**config.mk**
```make
export PLATFORM = sky130hd
export DESIGN_NAME = pipe_scheduler
export DESIGN_NICKNAME = d
export VERILOG_FILES = /design/src/rtl/pipe_scheduler.sv
export SDC_FILE = /design/constraint.sdc
export NUM_CORES = 1
export LEC_CHECK = 0
export CORE_ASPECT_RATIO = 1.25
export CORE_UTILIZATION = 60
export CTS_CLUSTER_DIAMETER = 50
export DETAILED_ROUTE_END_ITERATION = 12
export GPL_TIMING_DRIVEN = 0
export HOLD_SLACK_MARGIN = 0.06
export PLACE_DENSITY = 0.95
export SYNTH_ARGS = -nofsm -noshare
export SYNTH_HDL_FRONTEND = slang
export SYNTH_SLANG_ARGS = --single-unit
```
**constraint.sdc**
```tcl
create_clock -name Clk -period 7.35 [get_ports Clk]
set_input_delay 1.47 -clock Clk [delete_from_list [all_inputs] [get_ports Clk]]
set_output_delay 1.47 -clock Clk [all_outputs]
set_load 0.05 [all_outputs]
```
**src/rtl/pipe_scheduler.sv**
```systemverilog
// rtl/pipe_scheduler.sv - run/pause/lost sequencer, step prescaler, spawning and scoring for two pipes
module pipe_scheduler #(
  parameter int TICK_DIV = 500000,
  parameter int X_START  = 1000,
  parameter int X_OFF    = 1023,
  parameter int Y_IDLE   = 75,
  parameter int SPACING  = 500
) (
  input  logic       Clk,
  input  logic       Reset,
  input  logic       Start,
  input  logic       Pause,
  input  logic       Lost,
  output logic [9:0] PipePosXA,
  output logic [9:0] PipePosYA,
  output logic [9:0] PipePosXB,
  output logic [9:0] PipePosYB,
  output logic       ActiveA,
  output logic       ActiveB,
  output logic       Tick,
  output logic [7:0] Score,
  output logic [1:0] GameState
);

  // A TICK_DIV of 1 still needs a one-bit counter that simply stays at zero.
  localparam int PW = (TICK_DIV > 1) ? $clog2(TICK_DIV) : 1;
  localparam logic [PW-1:0] PRESC_LAST = PW'(TICK_DIV - 1);
  localparam logic [9:0] X_START_V = 10'(X_START);
  localparam logic [9:0] X_OFF_V   = 10'(X_OFF);
  localparam logic [9:0] Y_IDLE_V  = 10'(Y_IDLE);
  // Pipe A position at which pipe B is launched; must be non-zero.
  localparam logic [9:0] X_LAUNCH  = 10'(X_START - SPACING);

  localparam logic [1:0] ST_IDLE  = 2'b00;
  localparam logic [1:0] ST_RUN   = 2'b01;
  localparam logic [1:0] ST_PAUSE = 2'b10;
  localparam logic [1:0] ST_LOST  = 2'b11;

  logic [1:0]    state_q, state_d;
  logic          start_q, start_d;
  logic [PW-1:0] presc_q, presc_d;
  logic [2:0]    idx_q, idx_d;
  logic [9:0]    xa_q, xa_d, ya_q, ya_d, xb_q, xb_d, yb_q, yb_d;
  logic          act_a_q, act_a_d, act_b_q, act_b_d;
  logic          tick_q, tick_d;
  logic [7:0]    score_q, score_d;

  logic          start_edge;
  logic [2:0]    spawn_idx;
  logic [1:0]    passed;
  logic [8:0]    score_sum;

  function automatic logic [9:0] gap_height(input logic [2:0] i);
    case (i)
      3'd0:    gap_height = 10'd300;
      3'd1:    gap_height = 10'd100;
      3'd2:    gap_height = 10'd210;
      3'd3:    gap_height = 10'd250;
      3'd4:    gap_height = 10'd170;
      3'd5:    gap_height = 10'd190;
      3'd6:    gap_height = 10'd230;
      default: gap_height = 10'd200;
    endcase
  endfunction

  assign start_edge = Start & ~start_q;

  // Next-state: game FSM, prescaler and the per-step pipe movement / spawning.
  always_comb begin
    state_d   = state_q;
    start_d   = Start;
    presc_d   = presc_q;
    idx_d     = idx_q;
    xa_d      = xa_q;
    ya_d      = ya_q;
    xb_d      = xb_q;
    yb_d      = yb_q;
    act_a_d   = act_a_q;
    act_b_d   = act_b_q;
    tick_d    = 1'b0;
    score_d   = score_q;
    spawn_idx = idx_q;
    passed    = 2'd0;
    score_sum = 9'd0;
    case (state_q)
      ST_IDLE: begin
        if (start_edge) begin
          state_d = ST_RUN;
          xa_d    = X_START_V;
          ya_d    = gap_height(3'd0);
          act_a_d = 1'b1;
          idx_d   = 3'd1;
        end
      end
      ST_RUN: begin
        if (Lost) begin
          state_d = ST_LOST;
        end else if (Pause) begin
          state_d = ST_PAUSE;
        end else if (presc_q == PRESC_LAST) begin
          presc_d = '0;
          tick_d  = 1'b1;
          // Spawns draw table entries in A-then-B order within one step.
          if (act_a_q) begin
            if (xa_q == 10'd0) begin
              xa_d      = X_START_V;
              ya_d      = gap_height(spawn_idx);
              spawn_idx = spawn_idx + 3'd1;
              passed    = passed + 2'd1;
            end else begin
              xa_d = xa_q - 10'd1;
            end
          end
          if (act_b_q) begin
            if (xb_q == 10'd0) begin
              xb_d      = X_START_V;
              yb_d      = gap_height(spawn_idx);
              spawn_idx = spawn_idx + 3'd1;
              passed    = passed + 2'd1;
            end else begin
              xb_d = xb_q - 10'd1;
            end
          end else if (xa_d == X_LAUNCH) begin
            // First launch of B is not a passed pipe, so it does not score.
            xb_d      = X_START_V;
            yb_d      = gap_height(spawn_idx);
            spawn_idx = spawn_idx + 3'd1;
            act_b_d   = 1'b1;
          end
          idx_d     = spawn_idx;
          score_sum = {1'b0, score_q} + {7'd0, passed};
          score_d   = score_sum[8] ? 8'd255 : score_sum[7:0];
        end else begin
          presc_d = presc_q + PW'(1);
        end
      end
      ST_PAUSE: begin
        if (Lost) begin
          state_d = ST_LOST;
        end else if (!Pause) begin
          state_d = ST_RUN;
        end
      end
      default: begin
        if (start_edge) begin
          state_d = ST_IDLE;
          presc_d = '0;
          idx_d   = 3'd0;
          xa_d    = X_OFF_V;
          ya_d    = Y_IDLE_V;
          xb_d    = X_OFF_V;
          yb_d    = Y_IDLE_V;
          act_a_d = 1'b0;
          act_b_d = 1'b0;
          score_d = 8'd0;
        end
      end
    endcase
  end

  // State registers with asynchronous return to the idle picture.
  always_ff @(posedge Clk or posedge Reset) begin
    if (Reset) begin
      state_q <= ST_IDLE;
      start_q <= 1'b0;
      presc_q <= '0;
      idx_q   <= 3'd0;
      xa_q    <= X_OFF_V;
      ya_q    <= Y_IDLE_V;
      xb_q    <= X_OFF_V;
      yb_q    <= Y_IDLE_V;
      act_a_q <= 1'b0;
      act_b_q <= 1'b0;
      tick_q  <= 1'b0;
      score_q <= 8'd0;
    end else begin
      state_q <= state_d;
      start_q <= start_d;
      presc_q <= presc_d;
      idx_q   <= idx_d;
      xa_q    <= xa_d;
      ya_q    <= ya_d;
      xb_q    <= xb_d;
      yb_q    <= yb_d;
      act_a_q <= act_a_d;
      act_b_q <= act_b_d;
      tick_q  <= tick_d;
      score_q <= score_d;
    end
  end

  assign PipePosXA = xa_q;
  assign PipePosYA = ya_q;
  assign PipePosXB = xb_q;
  assign PipePosYB = yb_q;
  assign ActiveA   = act_a_q;
  assign ActiveB   = act_b_q;
  assign Tick      = tick_q;
  assign Score     = score_q;
  assign GameState = state_q;

endmodule

```
==> impl_metrics.toml, run 1 <==
[placed_design]
dpl.cell_count = 689
io_buffer_count = 55
hpwlAfterDp_mm = 8.64
place_congestion = 0.912

[timing]
slew_viol_final = 0
holdWs_ns = 0.463
timing.setup.tns_ns = 0
hold_viol = 0
post-route-period-util_pct = 57.6
timing.fmax_mhz = 236
worst_pin_slew_ns = 0.892
fin_skew_ns = 0.0151
finalSetupViolations = 0
slew_headroom_pct = 40.5
post-route-min-period_ns = 4.23
rsz0062_at_grt = "false"

[layout]
nets = 630
fillCellCount = 572
syn_to_final_growth_pct = 18.7
final_layout_size_suffix_gt1_share_pct = 10.2
layoutNonFillerInstCount = 705
num_antenna_cells = 0
post-route-util_pct = 73.2

[cts]
cts_buffers = 9
ctsResizeCount = 0
clockRootBuffer = "clkbuf_8"
htreeDepth = 3
cts.sinks = 74
cts_tree = "done"
cts.clk_slew.worst_paths_ns = 0.08
clockBufferDepth = 2
hold_buffers = 0
cts_setup_buffers = 0
clk_latency_ns = 0.37

[synthesis]
synth_edf_count = 0
syn-cell-area_sq_mm = 0.00477
synthDistinctLibCells = 73
syn_avg_cell_area_sq_um = 8.87
synth-warning-count = 0
yosysSeqAreaShare_pct = 39.5
synthCells = 538
synthFlopType = "dfrtp_1"
synth-seq-cells = 74
async_flop_share_pct = 100

[worst_setup_path]
r2r_slack_ns = 3.12
path_common_cell = "ha_1"
path_cells = "buf_6 > inv_1 > ha_1 > and2_0 > nand3_2 > clkinv_1 > ha_1 > a21o_1 > ha_1 > inv_1 > fa_1 > and3b_1 > nor2b_1 > nand3_1 > nand2_1 > o21ai_0 > a21oi_1"
worstSetupPathType = "flip-flop to flip-flop"
reg2reg_from = "PipePosXA[0]"
cp_slowest_cell = "dfstp_2"
slowest_delay_ns = 0.54
start_kind = "flip-flop"
required_ns = 7.64
cp.arrival_ns = 4.52
r2r_cells = 17
end_kind = "flip-flop"
critPathMaxFanout = 9
r2r_end = "Score[5]"

[global_route]
grt_pass1_wl_mm = 20.1
grt_pass1_vias = 4511
gr-usage-met2_pct = 53.7
overflow = 0
top_usage_layer = "met2"
use_met1_pct = 36.4
antenna_found_initial = 0
grtUsageMet3_pct = 7.03
grt_max_degree = 75
grt_use_total_pct = 31.7

[die]
num_io_pins = 58
die_h_microns = 102
die_width_microns = 81.8
dieArea_sq_mm = 0.00832
core_area_sq_mm = 0.00775
core.rowCount = 36
initial_utilization_pct = 61.6

[power_and_ir_drop]
power_density_mw_per_mm2 = 363
leakage_nw = 2.32
ir_drop_mv = 0.285

[detailed_routing]
ant_nets = 0
vias_per_cell = 6.52
drt-initial-drc-count = 430
wl_per_cell_microns = 17.3
routed_wl_mm = 12.2
num_vias = 4599
drt_first_pass_iters = 6
drc = 0

[hold_path]
min-delay-start = "PipePosYA[0]"
hold_depth = 2
hold_end = "PipePosYA[0]"
hold_path.class = "flip-flop to flip-flop"

[flow_run]
maxCapViolCount = 0

[outcome]
status = "completed"
## cells by family (layout without fill, tap and decap cells)
family	after synthesis	after routing	share of synthesized area (%)
simple gates	210	210	24.4
compound gates	150	150	20.7
flops	74	74	39.5
buf+inv	60	131	5.37
fa+ha+maj	20	20	5.40
xor+xnor	14	14	2.57
mux	9	9	1.97
other cells	1	2	0.0785
## per-stage QoR
step           setup slack [ns]  instance area (sq um)  total power, mW
6_report                   3.12                   5670             2.06
5_1_grt                    2.84                   5670             2.17
4_1_cts                    3.20                   5670             2.04
3_5_place_dp               3.17                   5450             1.68
3_3_place_gp               2.87                   5450             1.64
2_1_floorplan              3.63                   4780             1.38
## power by group
part	internal [mW]	switching (mW)
Combinational	0.363	0.726
Sequential	0.528	0.0843
Clock	0.199	0.155
Total	1.09	0.966
## flip-flops by register name, summed over array words and instances, names as in the netlist
register	cells
Tick	1
ActiveB	1
PipePosXB	10
PipePosYB	9
idx_q	3
start_q	1
Score	8
PipePosYA	9
GameState	2
PipePosXA	10
presc_q	19
ActiveA	1
## cell type report
class / count / area (sq um) / area share (%)
Timing Repair Buffer: 55 / 551 / 9.71
Buffer: 33 / 155 / 2.74
Clock buffer: 11 / 141 / 2.49
Clock inverter: 5 / 77.6 / 1.37
Multi-Input combinational cell: 405 / 2640 / 46.5
Sequential cell: 74 / 1890 / 33.3
Tap cell: 95 / 119 / 2.10
Inverter: 27 / 104 / 1.83
## cell usage after synthesis (12+ instances only)
cell type	instances	share of area [%]
a21oi_1	34	3.6
clkbuf_1	27	2.1
dfrtp_1	46	24
dfstp_2	28	15
ha_1	19	5.0
inv_1	26	2.0
nand2_1	46	3.6
nand3_1	17	1.8
nand4_1	12	1.6
nor2_1	36	2.8
nor3_1	15	1.6
o21ai_0	41	4.3
## cells in the final DEF (no fill, tap or decap), drive strengths merged, types with 4 or more instances in the layout
cell type	count
nor3	15
o21a	4
xnor2	6
a21oi	34
buf	6
dfrtp	46
o31ai	8
nor2b	7
nand3	18
a211o	4
ha	19
o41ai	4
and3	6
mux2i	6
nand2b	5
inv	26
a21o	5
and2	6
nand4b	4
dfstp	28
or4	11
nand2	46
a31oi	6
and4	4
o2bb2ai	4
xor2	8
clkbuf	38
o21ai	44
nor4	7
nor3b	7
nand4	12
or3	11
o211ai	9
nor2	36
o22a	5
clkdlybuf4s50	55
## worst max-delay path: cells and delay by family (launching register included)
kind / cells / cell delay [ns]
and+or+nand+nor: 6 / 1.46
adders and majority gates: 4 / 1.21
buffers and inverters: 4 / 0.55
DFF: 1 / 0.54
AOI/OAI and AO/OA: 3 / 0.38
## per-layer routing
| metal | vias up | part of all wire [%] |
|---|---|---|
| li1 | 2106 | - |
| met1 | 2224 | 38 |
| met2 | 223 | 52 |
| met3 | 46 | 6.0 |
| met4 | 0 | 3.5 |
| met5 | - | 0 |
## worst max-delay path by stage
| stage | startpoint | to | slack, ns | depth (start not counted) |
|---|---|---|---|---|
| global placement | Reset | PipePosYA[8] | 2.87 | 2 |
| floorplan | PipePosXA[0] | Score[5] | 3.63 | 17 |
| detailed placement | Lost | PipePosXB[7] | 3.17 | 9 |
| finish | PipePosXA[0] | Score[5] | 3.12 | 17 |
| global route | PipePosXA[0] | Score[2] | 2.84 | 17 |
| CTS | PipePosXA[0] | Score[5] | 3.20 | 17 |
Power figures use the tool's default switching activity.
==> run 2, diff against run 1 <==
--- a/config.mk
+++ b/config.mk
@@ -6,12 +6,12 @@
 export NUM_CORES = 1
 export LEC_CHECK = 0
 export CORE_ASPECT_RATIO = 1.25
-export CORE_UTILIZATION = 60
+export CORE_UTILIZATION = 51
 export CTS_CLUSTER_DIAMETER = 50
 export DETAILED_ROUTE_END_ITERATION = 12
 export GPL_TIMING_DRIVEN = 0
 export HOLD_SLACK_MARGIN = 0.06
-export PLACE_DENSITY = 0.95
+export PLACE_DENSITY = 0.88
 export SYNTH_ARGS = -nofsm -noshare
 export SYNTH_HDL_FRONTEND = slang
 export SYNTH_SLANG_ARGS = --single-unit
==> constraint.sdc (replaced) <==
create_clock -name Clk -period 3.65 [get_ports Clk]
set_input_delay 0.73 -clock Clk [delete_from_list [all_inputs] [get_ports Clk]]
set_output_delay 0.73 -clock Clk [all_outputs]
set_load 0.05 [all_outputs]
==> run 2 against run 1 <==
First-iteration DRC count is 9.1% lower. Sequential share of layout area is 1.1 points lower. Via count is 0.37% lower. Die area is 17% higher. Register-to-register slack worse by 2.9 ns. Non-clock buffer count is 2 higher. Combinational power is 100% higher. Critical path type unchanged. Highest routed layer unchanged.
==> impl_metrics.toml, run 2 (same netlist as run 1, synthesis figures left out) <==
[outcome]
status = "completed"

[detailed_routing]
drc = 0
wl_per_cell_microns = 17.0
ant_nets = 0
routed_wl_mm = 12.5
num_vias = 4582
drt-initial-drc-count = 391
drt_first_pass_iters = 5
vias_per_cell = 6.23

[worst_setup_path]
worstSetupPathType = "flip-flop to flip-flop"
crit_family = "simple AND/OR/NAND/NOR gates"
path_cells = "buf_6 > inv_1 > ha_2 > and2_2 > nand3_4 > clkinv_4 > ha_1 > a21o_1 > ha_1 > inv_1 > fa_2 > and3b_2 > nor2b_4 > nand3_2 > nand2_1 > o21ai_0 > a21oi_1"
cp.depth = 17
start_kind = "flip-flop"
reg2reg_from = "PipePosXA[0]"
crit_start = "PipePosXA[0]"
required_ns = 3.92
r2r_slack_ns = 0.18
r2r_end = "Score[5]"
critical_path.endpoint = "Score[5]"
end_kind = "flip-flop"
critPathMaxFanout = 8
cp.arrival_ns = 3.74
r2r_cells = 17
cp_slowest_cell = "dfstp_2"
slowest_delay_ns = 0.53
path_buf_inv = 4

[timing]
worst_pin_slew_ns = 0.899
timing.setup.tns_ns = 0
rsz0062_at_grt = "false"
post-route-min-period_ns = 3.47
finalSetupViolations = 0
post-route-period-util_pct = 95.1
fin_skew_ns = 0.00536
setup_slack_ns = 0.177
hold_viol = 0
slew_viol_final = 0
slew_headroom_pct = 40.1
timing.fmax_mhz = 288

[layout]
largest_register_ffs = 19
layoutNonFillerInstCount = 735
syn_to_final_growth_pct = 22.9
num_antenna_cells = 0
fillCellCount = 723
layout_common_cells = "clkdlybuf4s50_1, dfrtp_1, nand2_1"
regMostFlops = "presc_q"
final_layout_size_suffix_gt1_share_pct = 11.6
final_common_cell = "clkdlybuf4s50_1"
post-route-util_pct = 64.3
nets = 632
post-route-cell-area_sq_mm = 0.00587

[die]
die_h_microns = 110
core_area_sq_mm = 0.00913
core.rowCount = 39
initial_utilization_pct = 52.3
dieArea_sq_mm = 0.00976
num_io_pins = 58
die_width_microns = 88.5

[global_route]
grt_max_degree = 75
overflow = 0
antenna_found_initial = 0
grt_pass1_wl_mm = 20.0
grt_pass1_vias = 4442
grt_use_total_pct = 26.8

[cts]
clockRootBuffer = "clkbuf_16"
cts.clk_slew.worst_paths_ns = 0.06
cts.sinks = 74
clk_latency_ns = 0.35
cts_tree = "done"
htreeDepth = 3
clockBufferDepth = 2
cts_buffers = 9

[power_and_ir_drop]
ir_drop_mv = 0.334
power_density_mw_per_mm2 = 746
leakage_nw = 2.39

[placed_design]
hpwlAfterDp_mm = 8.76
place_congestion = 0.889
dp_slack_ns = -0.267
io_buffer_count = 55
dpl.cell_count = 717
dpl_cell_area_sq_mm = 0.00549

[hold_path]
hold_depth = 2
min-delay-start = "PipePosYA[0]"
hold_path.class = "flip-flop to flip-flop"

[flow_run]
maxCapViolCount = 0
==> run 2: cell count changes in the layout (fill, tap and decap cells not counted), moves of 2 or more <==
| cell | previous run | this run |
|---|---|---|
| clkbuf_16 | 0 | 9 |
| buf_4 | 2 | 4 |
| clkinv_2 | 2 | 0 |
| clkbuf_8 | 10 | 4 |
==> run 2: repair_timing <==
action                                  4_1_cts  5_1_grt
endpoints found under the setup margin        8        7
setup buffers                                 0        2
gates resized for setup                       8        5
cloned                                        0        0
hold buffers                                  0        0
==> run 2: worst reg2reg max path, stage by stage, from the launching register on <==
cell and delay [ns]:
dfstp_2 0.53, buf_6 0.12, inv_1 0.06, ha_2 0.21, and2_2 0.23, nand3_4 0.13
clkinv_4 0.12, ha_1 0.29, a21o_1 0.13, ha_1 0.17, inv_1 0.06, fa_2 0.35
and3b_2 0.28, nor2b_4 0.20, nand3_2 0.13, nand2_1 0.11, o21ai_0 0.07, a21oi_1 0.19
==> run 2: how the worst min path moves through the flow <==
stage              endpoint  slack [ns]
3_5_place_dp   PipePosYB[1]        0.46
2_1_floorplan    presc_q[3]        0.48
6_report       PipePosYA[0]        0.46
5_1_grt        PipePosYB[1]        0.48
4_1_cts        PipePosYB[1]        0.47
3_3_place_gp   PipePosYA[0]        0.45
==> run 2: layout make-up <==
| type | instances | area (sq um) | area share, % |
|---|---|---|---|
| tap | 123 | 154 | 2.62 |
| sequential | 74 | 1890 | 32.2 |
| clock buffer | 15 | 288 | 4.91 |
| timing repair buffer | 57 | 566 | 9.64 |
| buffer | 33 | 155 | 2.65 |
| clock inverter | 1 | 30.0 | 0.512 |
| multi-input combinational | 405 | 2680 | 45.6 |
| inverter | 27 | 109 | 1.86 |
==> run 2: per-stage QoR <==
stage / hold slack, ns / power (mW)
final: 0.464 / 4.38
after detailed placement: 0.459 / 3.39
after floorplan: 0.477 / 2.77
after global routing: 0.478 / 4.59
after CTS: 0.467 / 4.34
after global placement: 0.450 / 3.31
==> run 2: layer usage <==
layer	track usage [%]	wire length, microns	vias to the layer above
li1	-	-	2118
met1	31.4	5000	2212
met2	45.2	6390	206
met3	4.39	695	46
met4	17.1	409	0
met5	0	0	-
==> run 2: power breakdown <==
group	internal [mW]	switching (mW)
registers	1.07	0.178
clock network	0.605	0.339
logic	0.737	1.45
total	2.41	1.97
